--- src/rtl/branch_feedback_scheduler_pkg.sv ---
// rtl/branch_feedback_scheduler_pkg.sv - shared types and sizing for the branch feedback scheduler
package branch_feedback_scheduler_pkg;

    localparam int OP_ADDR_WIDTH     = 32;
    localparam int NUM_OF_GRADUATE   = 2;
    localparam int BP_INDEX_WIDTH    = 10;
    localparam int BP_FB_QUEUE_DEPTH = 8;
    localparam int BP_CLEAR_ENTRIES  = 1024;

    typedef struct packed {
        logic                     valid;
        logic [OP_ADDR_WIDTH-1:0] op_addr;
        logic                     taken;
    } is_taken_feedback_to_pred_t;

    typedef enum logic [1:0] {
        INIT_CLEAR,
        CLEAR,
        RUN
    } sched_state_e;

endpackage

--- src/rtl/branch_feedback_scheduler_fb_compact_fifo.sv ---
// rtl/branch_feedback_scheduler_fb_compact_fifo.sv - multi-push single-pop FIFO with compacted writes
module fb_compact_fifo
    import branch_feedback_scheduler_pkg::*;
#(
    parameter int NUM_IN = 2,
    parameter int DEPTH  = 8,
    localparam int AW    = $clog2(DEPTH),
    localparam int PW    = AW + 1
) (
    input  logic                       clock,
    input  logic                       reset,
    input  is_taken_feedback_to_pred_t i_push [NUM_IN],
    input  logic                       i_push_en,
    input  logic                       i_pop,
    output is_taken_feedback_to_pred_t o_head,
    output logic [PW-1:0]              o_occupancy,
    output logic                       o_ready
);

    is_taken_feedback_to_pred_t r_mem [DEPTH];
    logic [PW-1:0] r_wr;
    logic [PW-1:0] r_rd;
    logic [PW-1:0] w_occ;
    logic [PW-1:0] w_npush;
    logic [AW-1:0] w_waddr [NUM_IN];
    logic          w_do_pop;

    // Each valid port lands at tail + (number of valid ports below it), so holes never form.
    always_comb begin
        w_npush = '0;
        for (int i = 0; i < NUM_IN; i++) begin
            w_waddr[i] = AW'(r_wr + w_npush);
            w_npush    = w_npush + PW'(i_push[i].valid);
        end
    end

    assign w_occ       = r_wr - r_rd;
    assign w_do_pop    = i_pop && (w_occ != '0);
    assign o_occupancy = w_occ;
    assign o_ready     = (PW'(DEPTH) - w_occ) >= PW'(NUM_IN);
    assign o_head      = r_mem[r_rd[AW-1:0]];

    always_ff @(posedge clock) begin
        if (i_push_en) begin
            for (int i = 0; i < NUM_IN; i++) begin
                if (i_push[i].valid) begin
                    r_mem[w_waddr[i]] <= i_push[i];
                end
            end
        end
    end

    always_ff @(posedge clock) begin
        if (reset) begin
            r_wr <= '0;
            r_rd <= '0;
        end else begin
            if (i_push_en) begin
                r_wr <= r_wr + w_npush;
            end
            if (w_do_pop) begin
                r_rd <= r_rd + PW'(1);
            end
        end
    end

endmodule

--- src/rtl/branch_feedback_scheduler.sv ---
// rtl/branch_feedback_scheduler.sv - serializes graduated branch outcomes and sequences table clears
module branch_feedback_scheduler
    import branch_feedback_scheduler_pkg::*;
#(
    parameter int NUM_IN        = NUM_OF_GRADUATE,
    parameter int QUEUE_DEPTH   = BP_FB_QUEUE_DEPTH,
    parameter int INDEX_WIDTH   = BP_INDEX_WIDTH,
    parameter int CLEAR_ENTRIES = BP_CLEAR_ENTRIES,
    localparam int OW           = $clog2(QUEUE_DEPTH) + 1
) (
    input  logic                       clock,
    input  logic                       reset,
    input  is_taken_feedback_to_pred_t fb_in [NUM_IN],
    output logic                       fb_ready,
    input  logic                       clear_req,
    output is_taken_feedback_to_pred_t upd_out,
    output logic                       clr_valid,
    output logic [INDEX_WIDTH-1:0]     clr_index,
    output logic                       busy,
    output logic [OW-1:0]              occupancy,
    output logic                       overflow
);

    sched_state_e               r_state;
    sched_state_e               w_state_next;
    logic [INDEX_WIDTH-1:0]     r_clr_index;
    logic                       r_overflow;
    logic                       w_ready;
    logic                       w_any_valid;
    logic                       w_last_index;
    logic                       w_run;
    logic [OW-1:0]              w_occ;
    is_taken_feedback_to_pred_t w_head;

    fb_compact_fifo #(
        .NUM_IN (NUM_IN),
        .DEPTH  (QUEUE_DEPTH)
    ) u_fifo (
        .clock       (clock),
        .reset       (reset),
        .i_push      (fb_in),
        .i_push_en   (w_ready),
        .i_pop       (w_run),
        .o_head      (w_head),
        .o_occupancy (w_occ),
        .o_ready     (w_ready)
    );

    always_comb begin
        w_any_valid = 1'b0;
        for (int i = 0; i < NUM_IN; i++) begin
            w_any_valid = w_any_valid | fb_in[i].valid;
        end
    end

    assign w_run        = (r_state == RUN);
    assign w_last_index = (r_clr_index == INDEX_WIDTH'(CLEAR_ENTRIES - 1));

    always_comb begin
        w_state_next = r_state;
        case (r_state)
            INIT_CLEAR, CLEAR: if (w_last_index) w_state_next = RUN;
            RUN:               if (clear_req)    w_state_next = CLEAR;
            default:           w_state_next = INIT_CLEAR;
        endcase
    end

    always_ff @(posedge clock) begin
        if (reset) begin
            r_state <= INIT_CLEAR;
        end else begin
            r_state <= w_state_next;
        end
    end

    // Index sits at zero throughout RUN, so a new sweep always starts from entry 0.
    always_ff @(posedge clock) begin
        if (reset || w_run || w_last_index) begin
            r_clr_index <= '0;
        end else begin
            r_clr_index <= r_clr_index + INDEX_WIDTH'(1);
        end
    end

    always_ff @(posedge clock) begin
        if (reset) begin
            r_overflow <= 1'b0;
        end else if (!w_ready && w_any_valid) begin
            r_overflow <= 1'b1;
        end
    end

    always_comb begin
        upd_out       = w_head;
        upd_out.valid = w_run && (w_occ != '0);
    end

    assign fb_ready  = w_ready;
    assign clr_valid = !w_run;
    assign busy      = !w_run;
    assign clr_index = r_clr_index;
    assign occupancy = w_occ;
    assign overflow  = r_overflow;

endmodule

--- config.mk ---
export PLATFORM = sky130hd
export DESIGN_NAME = branch_feedback_scheduler
export DESIGN_NICKNAME = d
export VERILOG_FILES = /design/src/rtl/branch_feedback_scheduler_pkg.sv /design/src/rtl/branch_feedback_scheduler_fb_compact_fifo.sv /design/src/rtl/branch_feedback_scheduler.sv
export SDC_FILE = /design/constraint.sdc
export NUM_CORES = 1
export LEC_CHECK = 0
export CORE_MARGIN = 2
export CORE_UTILIZATION = 45
export DETAILED_ROUTE_END_ITERATION = 12
export PLACE_DENSITY = 0.73
export RECOVER_POWER = 100
export SKIP_CTS_REPAIR_TIMING = 1
export SLEW_MARGIN = 30
export SYNTH_ARGS = -nofsm -noshare
export SYNTH_HDL_FRONTEND = slang
export SYNTH_SLANG_ARGS = --single-unit
export TNS_END_PERCENT = 1
--- constraint.sdc ---
create_clock -name clock -period 10.6 [get_ports clock]
set_input_delay 1.06 -clock clock [delete_from_list [all_inputs] [get_ports clock]]
set_output_delay 1.06 -clock clock [all_outputs]
set_load 0.01 [all_outputs]
# ---- Word-level counts from Yosys, hierarchy flattened
# Memory sizes are Yosys's and may differ from the RTL's. A register that Yosys moved wholly into a read port is not among the register bits.
# Index checks and enable logic that the tools add are counted.
# W data, S select, Z words.
dict set report totals {
  reg_bits 21
  ramBits 272
  output_inout_bits 52
  word_cells 41
  n_memories 1
}
dict set report op_classes {
  n_addsub 7
  n_lt_le_gt_ge 1
  n_eq_ne 5
  n_mux 11
  bitwise_logic 1
  n_reduce_logical 10
}
# memory depth word_bits rd rd_clocked_by_memory_dff wr line
set memory_table {}
lappend memory_table {u_fifo.r_mem 8 34 1 1 2 branch_feedback_scheduler_fb_compact_fifo.sv:20} ;# is_taken_feedback_to_pred_t r_mem [DEPTH];
# op n
set op_table {}
lappend op_table {{$add A10 B1 Y10 const B} 1}
lappend op_table {{$eq A10 B10 Y1 const B} 1}
lappend op_table {{$mux W1} 6}
lappend op_table {{$mux W3} 2}
lappend op_table {{$add A4 B1 Y4 const B} 1}
lappend op_table {{$add A4 B2 Y4} 1}
lappend op_table {{$ge A4 B2 Y1 const B} 1}
lappend op_table {{$mux W2} 2}
lappend op_table {{$ne A2 B2 Y1 const B} 2}
lappend op_table {{$pmux W2 S2} 1}
lappend op_table {{$reduce_bool A4 Y1} 1}
lappend op_table {{$sub A4 B4 Y4} 1}
lappend op_table {{$sub A4 B4 Y4 const A} 1}
lappend op_table {{$add A3 B1 Y3} 1}
lappend op_table {{$add A1 B1 Y2} 1}
lappend op_table {{$eq A2 B1 Y1 const B} 1}
lappend op_table {{$eq A2 B2 Y1 const B} 1}
lappend op_table {{$logic_and A1 B1 Y1} 2}
lappend op_table {{$logic_not A1 Y1} 2}
lappend op_table {{$logic_not A2 Y1} 1}
lappend op_table {{$logic_or A1 B1 Y1} 2}
lappend op_table {{$reduce_and A2 Y1} 1}
lappend op_table {{$reduce_or A2 Y1} 1}
lappend op_table {{$or A1 B1 Y1} 1}

# ---- Logic depth before layout (Yosys ltp)
dict set report logic_depth {
  depth_word 5
  depth_mapped 10
}

# ---- Hierarchy
# Synthesis repeated with hierarchy kept, for this count alone.
dict set report hier_totals {
  hier_cells 865
  hier_area_um2 14980.6
}
# module n_inst cells_per_inst area_each_um2 seq_area_each_um2
set modules_own_cells {}
lappend modules_own_cells {fb_compact_fifo 1 801 14412.6 8388.0}
lappend modules_own_cells {branch_feedback_scheduler 1 64 568.0 260.2}

# ---- Worst setup path before layout
# No wires, ideal clock.
dict set report synth_timing {
  path_type {register to register}
  from {register u_fifo.r_wr[0]}
  to {memory u_fifo.r_mem[1][0] in the netlist's numbering (enable)}
  setup_time_ns 0.515
  arrival_ns 5.495
  required_ns 10.085
  slack_ns 4.590
  stages_incl_launch_ff 10
  period_less_slack_ns 6.010
  path_cell_list {dfxtp_1 > inv_1 > ha_1 > fa_1 > ha_1 > xor2_1 > or3_1 > buf_4 > nor2_2 > o41ai_1}
}
# item line
set synth_rtl {}
lappend synth_rtl {{start: declaration} branch_feedback_scheduler_fb_compact_fifo.sv:21} ;# logic [PW-1:0] r_wr;
lappend synth_rtl {{start signal: assignment} branch_feedback_scheduler_fb_compact_fifo.sv:59} ;# r_wr <= r_wr + w_npush;
lappend synth_rtl {{end: declaration} branch_feedback_scheduler_fb_compact_fifo.sv:20}

==> impl_metrics.toml <==
[floorplan]
chipWidth_um = 184.1
start_util = 0.4601
io_pins = 123
num_rows = 65
core_area_um2 = 31720
die-area_um2 = 33890
die_y_um = 184.1

[global_routing]
grt_pass1_vias = 8770
grt_pass1_wl_mm = 52.38
grtUsageTotal = 0.2045
antenna_found_initial = 3
overflow = 0
grt_max_degree = 36

[clocking]
cts_tree = "built"
root_buffer = "clkbuf_16"
clkTransAtPathRegs_ns = 0.06
clock_latency_ns = 0.55
numClockSinks = 288
cts_buffers = 30
h-tree-depth = 1
clockBufferDepth = 3

[power]
p_clk_frac = 0.284
p_sw_frac = 0.2804
seqPwrFrac = 0.440
p_comb_frac = 0.276
leakage_uw = 0.005601
p_int_uw = 2683
power.switching_uw = 1045
vdd_drop_max_mv = 0.1429
powerDensity_nw_per_um2 = 218.9

[sta]
post-route-period-util = 0.6874
final.min_clock_period_ns = 7.286
finalHoldViolations = 0
worst-slew-pin-transition_ns = 3.116
fin_setup_tns_ns = 0
max_slew_margin = -1.099
setup_violations = 0
clock.fmax_ghz = 0.1373
rsz0062_at_grt = "false"
whs_ns = 0.4555
slew_viol_final = 423
fin_worst_skew_ns = 0.01438

[detailed_routing]
wl_per_cell_um = 24.19
ant_nets = 0
drt-total-wl_mm = 33.80
route.detailed.drc = 0
drt_pass1_iterations = 7
viasPerCell = 5.874
drtIter0Drc = 612
num_vias = 8206

[logic_synthesis]
postSynthCellCount = 842
avgSynthCellArea_um2 = 17.33
synth_edf_count = 264
yosys_warnings = 0
ys_seq_area_frac = 0.5761
synth_area_um2 = 14590
synthArstFlopShare = 0
synth_cell_type_count = 41
synth_nets = 925
dominantRegCellSynth = "edfxtp_1"
ys_seq_elements = 288

[min_path]
hold_class = "register to register"

[layout]
nFillCells = 2550
postLayoutCellArea_um2 = 17030
syn2layout_area_growth_pct = 16.69
fin_nets = 1054
fin_util = 0.5369
layout-drive-gt1-share = 0.3974

[placed_design]
numPortBuffers = 122
placed_cell_area_um2 = 16250
gp_congestion = 0.7751
dp_hpwl_mm = 19.56

[setup_path]
critPathLaunchType = "register"
crit_path_end_kind = "register"
cp_data_required_time_ns = 10.65
crit_fanout = 21
path_class = "register to register"
critPathArrivalTime_ns = 7.34

[run_status]
status = "finished with violations"
violations = "max-capacitance violations, max-slew violations"

[run]
cap_violations = 18
-- worst max-delay path: stages, from the launching register on --
cell,delay [ns]
dfxtp_1,0.50
inv_1,0.11
ha_1,0.23
fa_1,0.50
ha_1,0.26
xor2_1,0.17
or3_1,0.48
o21ai_0,2.10
clkbuf_1,1.33
o41ai_1,0.33
clkbuf_1,0.76
-- Yosys cell counts (all sizes together), types with 7 or more instances --
cell type / count / share of area
mux2: 299 / 0.23
edfxtp: 264 / 0.54
mux4: 66 / 0.10
buf: 38 / 0.019
nor2: 25 / 0.0066
dfxtp: 24 / 0.033
inv: 12 / 0.0031
nand3: 12 / 0.0041
clkbuf: 11 / 0.0028
a21oi: 10 / 0.0050
ha: 10 / 0.0086
o21ai: 10 / 0.0081
nand2: 9 / 0.0023
xor2: 8 / 0.0048
xnor2: 7 / 0.0042
-- stage by stage --
step	worst slack [ns]	total power, µW	instances
floorplan	4.590	2347	842
global placement	6.066	2744	1339
detailed placement	5.966	2768	1340
CTS	5.360	3829	1395
global route	3.163	3880	1396
finish	3.314	3728	1397
-- final timing paths --
| check | slack [ns] | start | cells after the start | end |
|---|---|---|---|---|
| worst max-delay path | 3.31 | u_fifo.r_wr[0] | 10 | u_fifo.r_mem[1][4] |
| worst min register to register | 0.46 | overflow | 2 | overflow |
| worst min-delay path | 0.46 | overflow | 2 | overflow |
| worst max register to register | 3.31 | u_fifo.r_wr[0] | 10 | u_fifo.r_mem[1][4] |
-- layer usage --
layer,track usage,part of all wire
met1,0.2768,0.44
met2,0.3511,0.49
met3,0.02833,0.050
met4,0.04704,0.016
met5,0,0.00038
-- cells by family (layout without fill, tap and decap cells) --
family | after synthesis | count (layout) | share of synthesized area
fa+ha+maj | 12 | 12 | 0.01132
simple gates | 66 | 66 | 0.02212
compound gates | 32 | 32 | 0.01989
mux | 366 | 366 | 0.3332
flops | 288 | 288 | 0.5761
other cells | 0 | 1 | 0
buf+inv | 61 | 213 | 0.02503
xor+xnor | 17 | 17 | 0.01226
-- power groups by stage --
stage	clock, µW	combinational [µW]	sequential [µW]
floorplan	0	707	1640
global placement	0	1100	1650
detailed placement	0	1110	1660
CTS	1080	1120	1630
global route	1120	1100	1660
finish	1060	1030	1640
-- state kept, by name, indices dropped and copies added, names as in the netlist, named ones only --
register / cells
clr_index: 10
overflow: 1
r_state: 2
u_fifo.r_mem: 264
u_fifo.r_rd: 4
u_fifo.r_wr: 4
-- cell usage in the layout, fill, tap and decap left out, drive strengths merged, types with 2 or more instances in the layout --
| cell | netlist | routed |
|---|---|---|
| a31o | 2 | 2 |
| fa | 2 | 2 |
| xnor2 | 7 | 7 |
| dlygate4sd3 | 0 | 51 |
| inv | 12 | 12 |
| o21ai | 10 | 10 |
| nor2 | 25 | 25 |
| nand3 | 12 | 12 |
| clkinvlp | 0 | 3 |
| a21oi | 10 | 10 |
| buf | 38 | 3 |
| ha | 10 | 10 |
| nor2b | 2 | 2 |
| xor2 | 8 | 8 |
| dfxtp | 24 | 24 |
| clkbuf | 11 | 58 |
| edfxtp | 264 | 264 |
| o41ai | 4 | 4 |
| mux4 | 66 | 66 |
| clkdlybuf4s50 | 0 | 71 |
| or3 | 2 | 2 |
| nand2 | 9 | 9 |
| and3 | 5 | 5 |
| nand3b | 4 | 4 |
| nor3 | 4 | 4 |
| bufinv | 0 | 4 |
| clkinv | 0 | 11 |
| o31ai | 3 | 3 |
| mux2 | 299 | 299 |
-- cell type report --
cell class                 count  area [µm²]  share of cell area
antenna                        1       2.502           0.0001469
clock buffer                  37       798.3             0.04687
clock inverter                18       188.9             0.01109
inverter                      12       45.04            0.002645
multi-input combinational    493        5744              0.3373
sequential                   288        8413              0.4940
tap                          402       503.0             0.02953
timing repair buffer         146        1335             0.07839
Power figures use the tool's default switching activity.
